==> src/rtl/conv_sched_if.sv <==
// Handshake and tap-broadcast bundle between the convolution row scheduler and
// the conv-unit array / downstream row buffer.
interface conv_sched_if #(
  parameter int IMG_SIZE    = 32,
  parameter int KERNEL_SIZE = 5
);
  localparam int OUT_SIZE = IMG_SIZE - KERNEL_SIZE + 1;
  localparam int KTAPS    = KERNEL_SIZE * KERNEL_SIZE;
  localparam int IW = (IMG_SIZE    > 1) ? $clog2(IMG_SIZE)    : 1;
  localparam int KW = (KERNEL_SIZE > 1) ? $clog2(KERNEL_SIZE) : 1;
  localparam int FW = (KTAPS       > 1) ? $clog2(KTAPS)       : 1;
  localparam int OW = (OUT_SIZE    > 1) ? $clog2(OUT_SIZE)    : 1;

  logic          start;
  logic          busy;
  logic          done;
  logic          acc_clr;
  logic          mac_en;
  logic [IW-1:0] img_row;
  logic [KW-1:0] k_row;
  logic [KW-1:0] k_col;
  logic [FW-1:0] filter_idx;
  logic [OW-1:0] out_row;
  logic          row_valid;
  logic          row_ready;

  modport master (
    input  start, row_ready,
    output busy, done, acc_clr, mac_en, img_row, k_row, k_col,
           filter_idx, out_row, row_valid
  );

  modport slave (
    output start, row_ready,
    input  busy, done, acc_clr, mac_en, img_row, k_row, k_col,
           filter_idx, out_row, row_valid
  );
endinterface

==> src/rtl/conv_row_scheduler.sv <==
// Sequences clear / accumulate / drain / output phases for each output row of a
// KxK convolution. Optional counters enabled by `define CONV_SCHED_PERF_EN.
module conv_row_scheduler #(
  parameter int IMG_SIZE     = 32,
  parameter int KERNEL_SIZE  = 5,
  parameter int DRAIN_CYCLES = 4
) (
  input  logic          clk,
  input  logic          reset,
  conv_sched_if.master  bus
`ifdef CONV_SCHED_PERF_EN
  ,
  output logic [31:0]   perf_cycles,
  output logic [31:0]   perf_stall
`endif
);
  localparam int OUT_SIZE = IMG_SIZE - KERNEL_SIZE + 1;
  localparam int KTAPS    = KERNEL_SIZE * KERNEL_SIZE;
  localparam int IW = (IMG_SIZE    > 1) ? $clog2(IMG_SIZE)    : 1;
  localparam int KW = (KERNEL_SIZE > 1) ? $clog2(KERNEL_SIZE) : 1;
  localparam int FW = (KTAPS       > 1) ? $clog2(KTAPS)       : 1;
  localparam int OW = (OUT_SIZE    > 1) ? $clog2(OUT_SIZE)    : 1;

  typedef enum logic [2:0] {IDLE, CLEAR, ACCUM, DRAIN, OUTPUT, DONE} state_t;

  state_t        state_reg, state_next;
  logic [OW-1:0] out_row_reg, out_row_next;
  logic [KW-1:0] k_row_reg, k_row_next;
  logic [KW-1:0] k_col_reg, k_col_next;
  logic [FW-1:0] tap_reg, tap_next;
  logic [3:0]    drain_reg, drain_next;
  logic          busy_reg, done_reg, acc_clr_reg, mac_en_reg, row_valid_reg;

  always_ff @(posedge clk) begin
    if (reset) begin
      state_reg     <= IDLE;
      out_row_reg   <= '0;
      k_row_reg     <= '0;
      k_col_reg     <= '0;
      tap_reg       <= '0;
      drain_reg     <= '0;
      busy_reg      <= 1'b0;
      done_reg      <= 1'b0;
      acc_clr_reg   <= 1'b0;
      mac_en_reg    <= 1'b0;
      row_valid_reg <= 1'b0;
    end else begin
      state_reg     <= state_next;
      out_row_reg   <= out_row_next;
      k_row_reg     <= k_row_next;
      k_col_reg     <= k_col_next;
      tap_reg       <= tap_next;
      drain_reg     <= drain_next;
      // Strobes are decoded from the next state so they leave a flop directly.
      busy_reg      <= (state_next != IDLE);
      done_reg      <= (state_next == DONE);
      acc_clr_reg   <= (state_next == CLEAR);
      mac_en_reg    <= (state_next == ACCUM);
      row_valid_reg <= (state_next == OUTPUT);
    end
  end

  always_comb begin
    state_next   = state_reg;
    out_row_next = out_row_reg;
    k_row_next   = '0;
    k_col_next   = '0;
    tap_next     = '0;
    drain_next   = '0;
    case (state_reg)
      IDLE: begin
        out_row_next = '0;
        if (bus.start) state_next = CLEAR;
      end
      CLEAR: state_next = ACCUM;
      ACCUM: begin
        if (k_row_reg == KW'(KERNEL_SIZE - 1) && k_col_reg == KW'(KERNEL_SIZE - 1)) begin
          state_next = DRAIN;
        end else begin
          tap_next = tap_reg + 1'b1;
          if (k_col_reg == KW'(KERNEL_SIZE - 1)) begin
            k_row_next = k_row_reg + 1'b1;
          end else begin
            k_row_next = k_row_reg;
            k_col_next = k_col_reg + 1'b1;
          end
        end
      end
      DRAIN: begin
        if (drain_reg == 4'(DRAIN_CYCLES - 1)) state_next = OUTPUT;
        else drain_next = drain_reg + 1'b1;
      end
      OUTPUT: begin
        if (bus.row_ready) begin
          if (out_row_reg == OW'(OUT_SIZE - 1)) begin
            state_next = DONE;
          end else begin
            out_row_next = out_row_reg + 1'b1;
            state_next   = CLEAR;
          end
        end
      end
      DONE: begin
        state_next   = IDLE;
        out_row_next = '0;
      end
      default: state_next = IDLE;
    endcase
  end

  assign bus.busy       = busy_reg;
  assign bus.done       = done_reg;
  assign bus.acc_clr    = acc_clr_reg;
  assign bus.mac_en     = mac_en_reg;
  assign bus.row_valid  = row_valid_reg;
  assign bus.out_row    = out_row_reg;
  assign bus.k_row      = k_row_reg;
  assign bus.k_col      = k_col_reg;
  assign bus.filter_idx = tap_reg;
  assign bus.img_row    = IW'(out_row_reg) + IW'(k_row_reg);

`ifdef CONV_SCHED_PERF_EN
  logic [31:0] cyc_cnt_reg, stall_cnt_reg;

  always_ff @(posedge clk) begin
    if (reset) begin
      cyc_cnt_reg   <= '0;
      stall_cnt_reg <= '0;
      perf_cycles   <= '0;
      perf_stall    <= '0;
    end else begin
      if (state_reg == IDLE) begin
        cyc_cnt_reg   <= '0;
        stall_cnt_reg <= '0;
      end else begin
        cyc_cnt_reg <= cyc_cnt_reg + 1'b1;
        if (state_reg == OUTPUT && !bus.row_ready) stall_cnt_reg <= stall_cnt_reg + 1'b1;
      end
      // The DONE cycle itself is busy, hence the +1.
      if (state_reg == DONE) begin
        perf_cycles <= cyc_cnt_reg + 1'b1;
        perf_stall  <= stall_cnt_reg;
      end
    end
  end
`endif
endmodule

==> src/flat_wrapper.sv <==
// flat-port wrapper written by rule: the top's interface ports become plain ports
module conv_row_scheduler_flat 
#(
  parameter int IMG_SIZE     = 32,
  parameter int KERNEL_SIZE  = 5,
  parameter int DRAIN_CYCLES = 4
)
  (clk, reset, bus_start, bus_row_ready, bus_busy, bus_done, bus_acc_clr, bus_mac_en, bus_img_row, bus_k_row, bus_k_col, bus_filter_idx, bus_out_row, bus_row_valid);
  conv_sched_if #(.IMG_SIZE(IMG_SIZE), .KERNEL_SIZE(KERNEL_SIZE)) bus_i ();
  input  logic clk;
  input  logic reset;
  input wire logic [$bits(bus_i.start)-1:0] bus_start;
  input wire logic [$bits(bus_i.row_ready)-1:0] bus_row_ready;
  output wire logic [$bits(bus_i.busy)-1:0] bus_busy;
  output wire logic [$bits(bus_i.done)-1:0] bus_done;
  output wire logic [$bits(bus_i.acc_clr)-1:0] bus_acc_clr;
  output wire logic [$bits(bus_i.mac_en)-1:0] bus_mac_en;
  output wire logic [$bits(bus_i.img_row)-1:0] bus_img_row;
  output wire logic [$bits(bus_i.k_row)-1:0] bus_k_row;
  output wire logic [$bits(bus_i.k_col)-1:0] bus_k_col;
  output wire logic [$bits(bus_i.filter_idx)-1:0] bus_filter_idx;
  output wire logic [$bits(bus_i.out_row)-1:0] bus_out_row;
  output wire logic [$bits(bus_i.row_valid)-1:0] bus_row_valid;
  assign bus_i.start = bus_start;
  assign bus_i.row_ready = bus_row_ready;
  assign bus_busy = bus_i.busy;
  assign bus_done = bus_i.done;
  assign bus_acc_clr = bus_i.acc_clr;
  assign bus_mac_en = bus_i.mac_en;
  assign bus_img_row = bus_i.img_row;
  assign bus_k_row = bus_i.k_row;
  assign bus_k_col = bus_i.k_col;
  assign bus_filter_idx = bus_i.filter_idx;
  assign bus_out_row = bus_i.out_row;
  assign bus_row_valid = bus_i.row_valid;
  conv_row_scheduler #(.IMG_SIZE(IMG_SIZE), .KERNEL_SIZE(KERNEL_SIZE), .DRAIN_CYCLES(DRAIN_CYCLES)) u_core (.clk(clk), .reset(reset), .bus(bus_i));
endmodule
==> config.mk <==
export PLATFORM = sky130hd
export DESIGN_NAME = conv_row_scheduler_flat
export DESIGN_NICKNAME = d
export VERILOG_FILES = /design/src/rtl/conv_sched_if.sv /design/src/rtl/conv_row_scheduler.sv /design/src/flat_wrapper.sv
export SDC_FILE = /design/constraint.sdc
export NUM_CORES = 1
export LEC_CHECK = 0
export ABC_AREA = 1
export CAP_MARGIN = 30
export CELL_PAD_IN_SITES_DETAIL_PLACEMENT = 1
export CELL_PAD_IN_SITES_GLOBAL_PLACEMENT = 2
export CORE_MARGIN = 3
export CORE_UTILIZATION = 25
export CTS_CLUSTER_SIZE = 8
export DETAILED_ROUTE_END_ITERATION = 10
export PLACE_DENSITY_LB_ADDON = 0.25
export RECOVER_POWER = 100
export SYNTH_ARGS = -nofsm -noshare
export SYNTH_HDL_FRONTEND = slang
export SYNTH_SLANG_ARGS = --single-unit
==> constraint.sdc <==
create_clock -name clk -period 1.5 [get_ports clk]
set_input_delay 0.15 -clock clk [delete_from_list [all_inputs] [get_ports clk]]
set_output_delay 0.15 -clock clk [all_outputs]
set_load 0.01 [all_outputs]
==> results.md <==
* Hold_sp: u_core.drain_reg[0]
* Net Sw Frac at between 20% and 30%
* Global-route wire length before repair at roughly 5.9 mm
* Top Ports at 30
* Initial Utilization at a little over a quarter
* Multi-input gate area at ~800 um^2
* Psw at between 0.0003 and 0.0004 W
* Die area at 0.00652 mm^2
* Most common cell after layout, fill and taps aside: nand2_1
* Vias post-DR at 1,310
* Min Tclk post-route at between 1500 and 2000 ps
* Total negative slack at -568 ps
* Place WS at -389 ps
* Cell Area, Synth at roughly 0.0014 mm^2
* Slew Viols, Final at 0
* Post-route clock skew at approximately 4.6 ps
* Skew-Pair Late Insertion Delay at between 200 and 300 ps
* Fraction of layout cells with a size suffix above 1 at roughly a quarter
* Remaining antenna violation count after routing at 0
* Pin count of the biggest net entering global routing at 17
* Power share of the combinational group at between 10% and 20%
* Worst Path Required at about 1400 ps
* Initial antenna violation count at 0
* Clock Tree Buf Depth at 2
* Post-Syn Instances at approximately 190
* CTS tree: yes
* Synth Net Count at approximately 200
* Fmax at ~0.58 GHz
* Crit path buf inv count at 2
* Peak supply drop at roughly 0.00046 V
* Kind of start point of the critical path: flop
* Internal Power at roughly 0.0011 W
* Critical path, cell by cell: ha_4 > inv_2 > fa_2 > o22ai_2 > xor2_1 > buf_2
* Post-Syn Area per Cell at between 7 and 8 um^2
* Total grt overflow at 0
* TritonRoute pass-1 iters at 3
* Most frequent cells in the layout: nand2_1, inv_1, nor2_1, dfxtp_1, nand3_1
* RR Startpoint: u_core.bus.out_row[1]
* Crit path max fanout at 2
* # fillers at around 670
* Delay-heaviest family, CP: adder cells
* Seq/Total Area, Yosys at between 40 and 50%
* CTS Buf Count at 3
* Final Worst Setup Slack at -220 ps
* IO buf count at 29
* Clock Power Share at 36.1%
* Final WL at 3.53 mm
* Failing checks: negative setup slack
* CTS Sinks at 28
* Total power per unit cell area at around 700 mW/mm^2
* Kind of critical path: reg -> out
* Starting DRT DRC Count at 33
* CORE AREA at 0.00527 mm^2
* Yosys reg bits at 28
* Tcrit/Tclk final at 115%
* Crit path DAT at ~1600 ps
* Critical path launch point: u_core.bus.out_row[0]
* Sequential Power Share at 53.2%
* Via-to-Cell Ratio at roughly 4.3
* Total Power at 0.00145 W
* Area taken by flip-flops and latches at 574 um^2
* Hpwl dp at about 2.8 mm
* Slew margin rel. at between 70% and 80%
* H-tree levels at 1
* Width of the die at roughly 81 um
* Final hold violation count at 0
* Max-cap violations at 0
* DRC errors left at 0
* Routability cong. at around 0.74
* Worst-Margin Slew at between 300 and 400 ps
* Final Hold Slack at 461 ps
* Vias in the first global route at around 1.3k
* Finished Core Util at between 30 and 40%
* Root Driver: clkbuf_8
* HP Class: reg -> reg
* Hold-fix buffers, CTS at 0
* Slowest cell on crit path: dfxtp_4
* Tot GR Track Use at a little under an eighth
* Critical Path End Type: output pin
* Outcome: finished with violations
* Wire length per cell at around 12 um
* Warnings from Yosys at 0
* Crit-path max cell delay at about 370 ps
* Pleak at a little under 1 nW
* Distinct cells, synth at 24
* Clk slew on worst S/H paths at around 100 ps
* Die height at between 80 and 90 um
* Final setup fails at 4
* Site row count at 26
* Area Overhead vs Synth at 48.4%
* ANT cells at 0
* Nets at 252
* RSZ-0062 raised after global routing: yes
==> per-stage QoR <==
step / instances / instance area, um^2
finish: 306 / 2070
global route: 306 / 2070
CTS: 305 / 1990
detailed placement: 301 / 1910
global placement: 301 / 1910
floorplan: 187 / 1410
==> layout make-up <==
class / instances / area share [%]
inverter: 28 / 5.07
multi-input combinational: 128 / 39.7
timing repair buffer: 48 / 20.1
tap: 70 / 4.22
clock buffer: 4 / 3.20
sequential: 28 / 27.7
==> synthesized netlist by cell type <==
| cell type | number | share of area, % |
|---|---|---|
| a21oi_1 | 9 | 3.2 |
| buf_2 | 2 | 0.72 |
| clkbuf_4 | 1 | 0.54 |
| dfxtp_1 | 28 | 40 |
| fa_1 | 1 | 1.4 |
| ha_1 | 10 | 9.0 |
| inv_1 | 27 | 7.3 |
| inv_2 | 1 | 0.27 |
| nand2_1 | 42 | 11 |
| nand2_2 | 1 | 0.45 |
| nand3_1 | 18 | 6.4 |
| nand3_2 | 1 | 0.72 |
| nand3b_2 | 1 | 0.81 |
| nand4_1 | 4 | 1.8 |
| nor2_1 | 23 | 6.2 |
| nor2_4 | 1 | 0.81 |
| nor3_1 | 3 | 1.1 |
| nor3_2 | 1 | 0.72 |
| o21ai_0 | 1 | 0.36 |
| o21ai_1 | 1 | 0.36 |
| o22ai_1 | 1 | 0.45 |
| or2_2 | 1 | 0.45 |
| xnor2_1 | 2 | 1.3 |
| xor2_1 | 7 | 4.4 |
==> power groups by stage <==
stage	logic [W]	registers, W	clock network (W)
finish	0.000155	0.000774	0.000525
global placement	0.000158	0.000789	0
global route	0.000177	0.000776	0.000594
detailed placement	0.000158	0.000789	0
CTS	0.000156	0.000774	0.000556
floorplan	0.0000776	0.000795	0
==> routing by layer <==
| layer | up-vias | routed length, um | track usage (%) | part of all wire (%) |
|---|---|---|---|---|
| met2 | 22 | 1630 | 18.7 | 46 |
| met1 | 600 | 1720 | 15.3 | 49 |
| met4 | 0 | 53 | 5.07 | 1.5 |
| met5 | - | 0 | 0 | 0 |
| met3 | 4 | 128 | 2.11 | 3.6 |
| li1 | 684 | - | - | - |
==> final timing paths <==
kind / endpoint / depth (start not counted) / slack [ps]
min: u_core.drain_reg[0] / 1 / 460
max reg2reg: u_core.bus.out_row[3] / 9 / 90
max: bus_img_row[4] / 6 / -220
min reg2reg: u_core.drain_reg[0] / 1 / 460
==> logic make-up (layout without fill, tap and decap cells) <==
kind of cell | count (synthesis) | after routing | synth area share, %
and+or+nand+nor | 96 | 96 | 30.7
buffers and inverters | 31 | 80 | 8.77
DFF | 28 | 28 | 40.1
AOI/OAI and AO/OA | 12 | 12 | 4.39
adders and majority gates | 11 | 11 | 10.4
xor gates and xnor gates | 9 | 9 | 5.64
==> repair_timing <==
item	in CTS	in global routing
setup endpoints to repair	8	28
buffers inserted	0	1
resized for setup	28	26
pin swaps	0	7
endpoints found under the hold margin	0	0
Note: power is estimated with default switching activity, not from simulation.
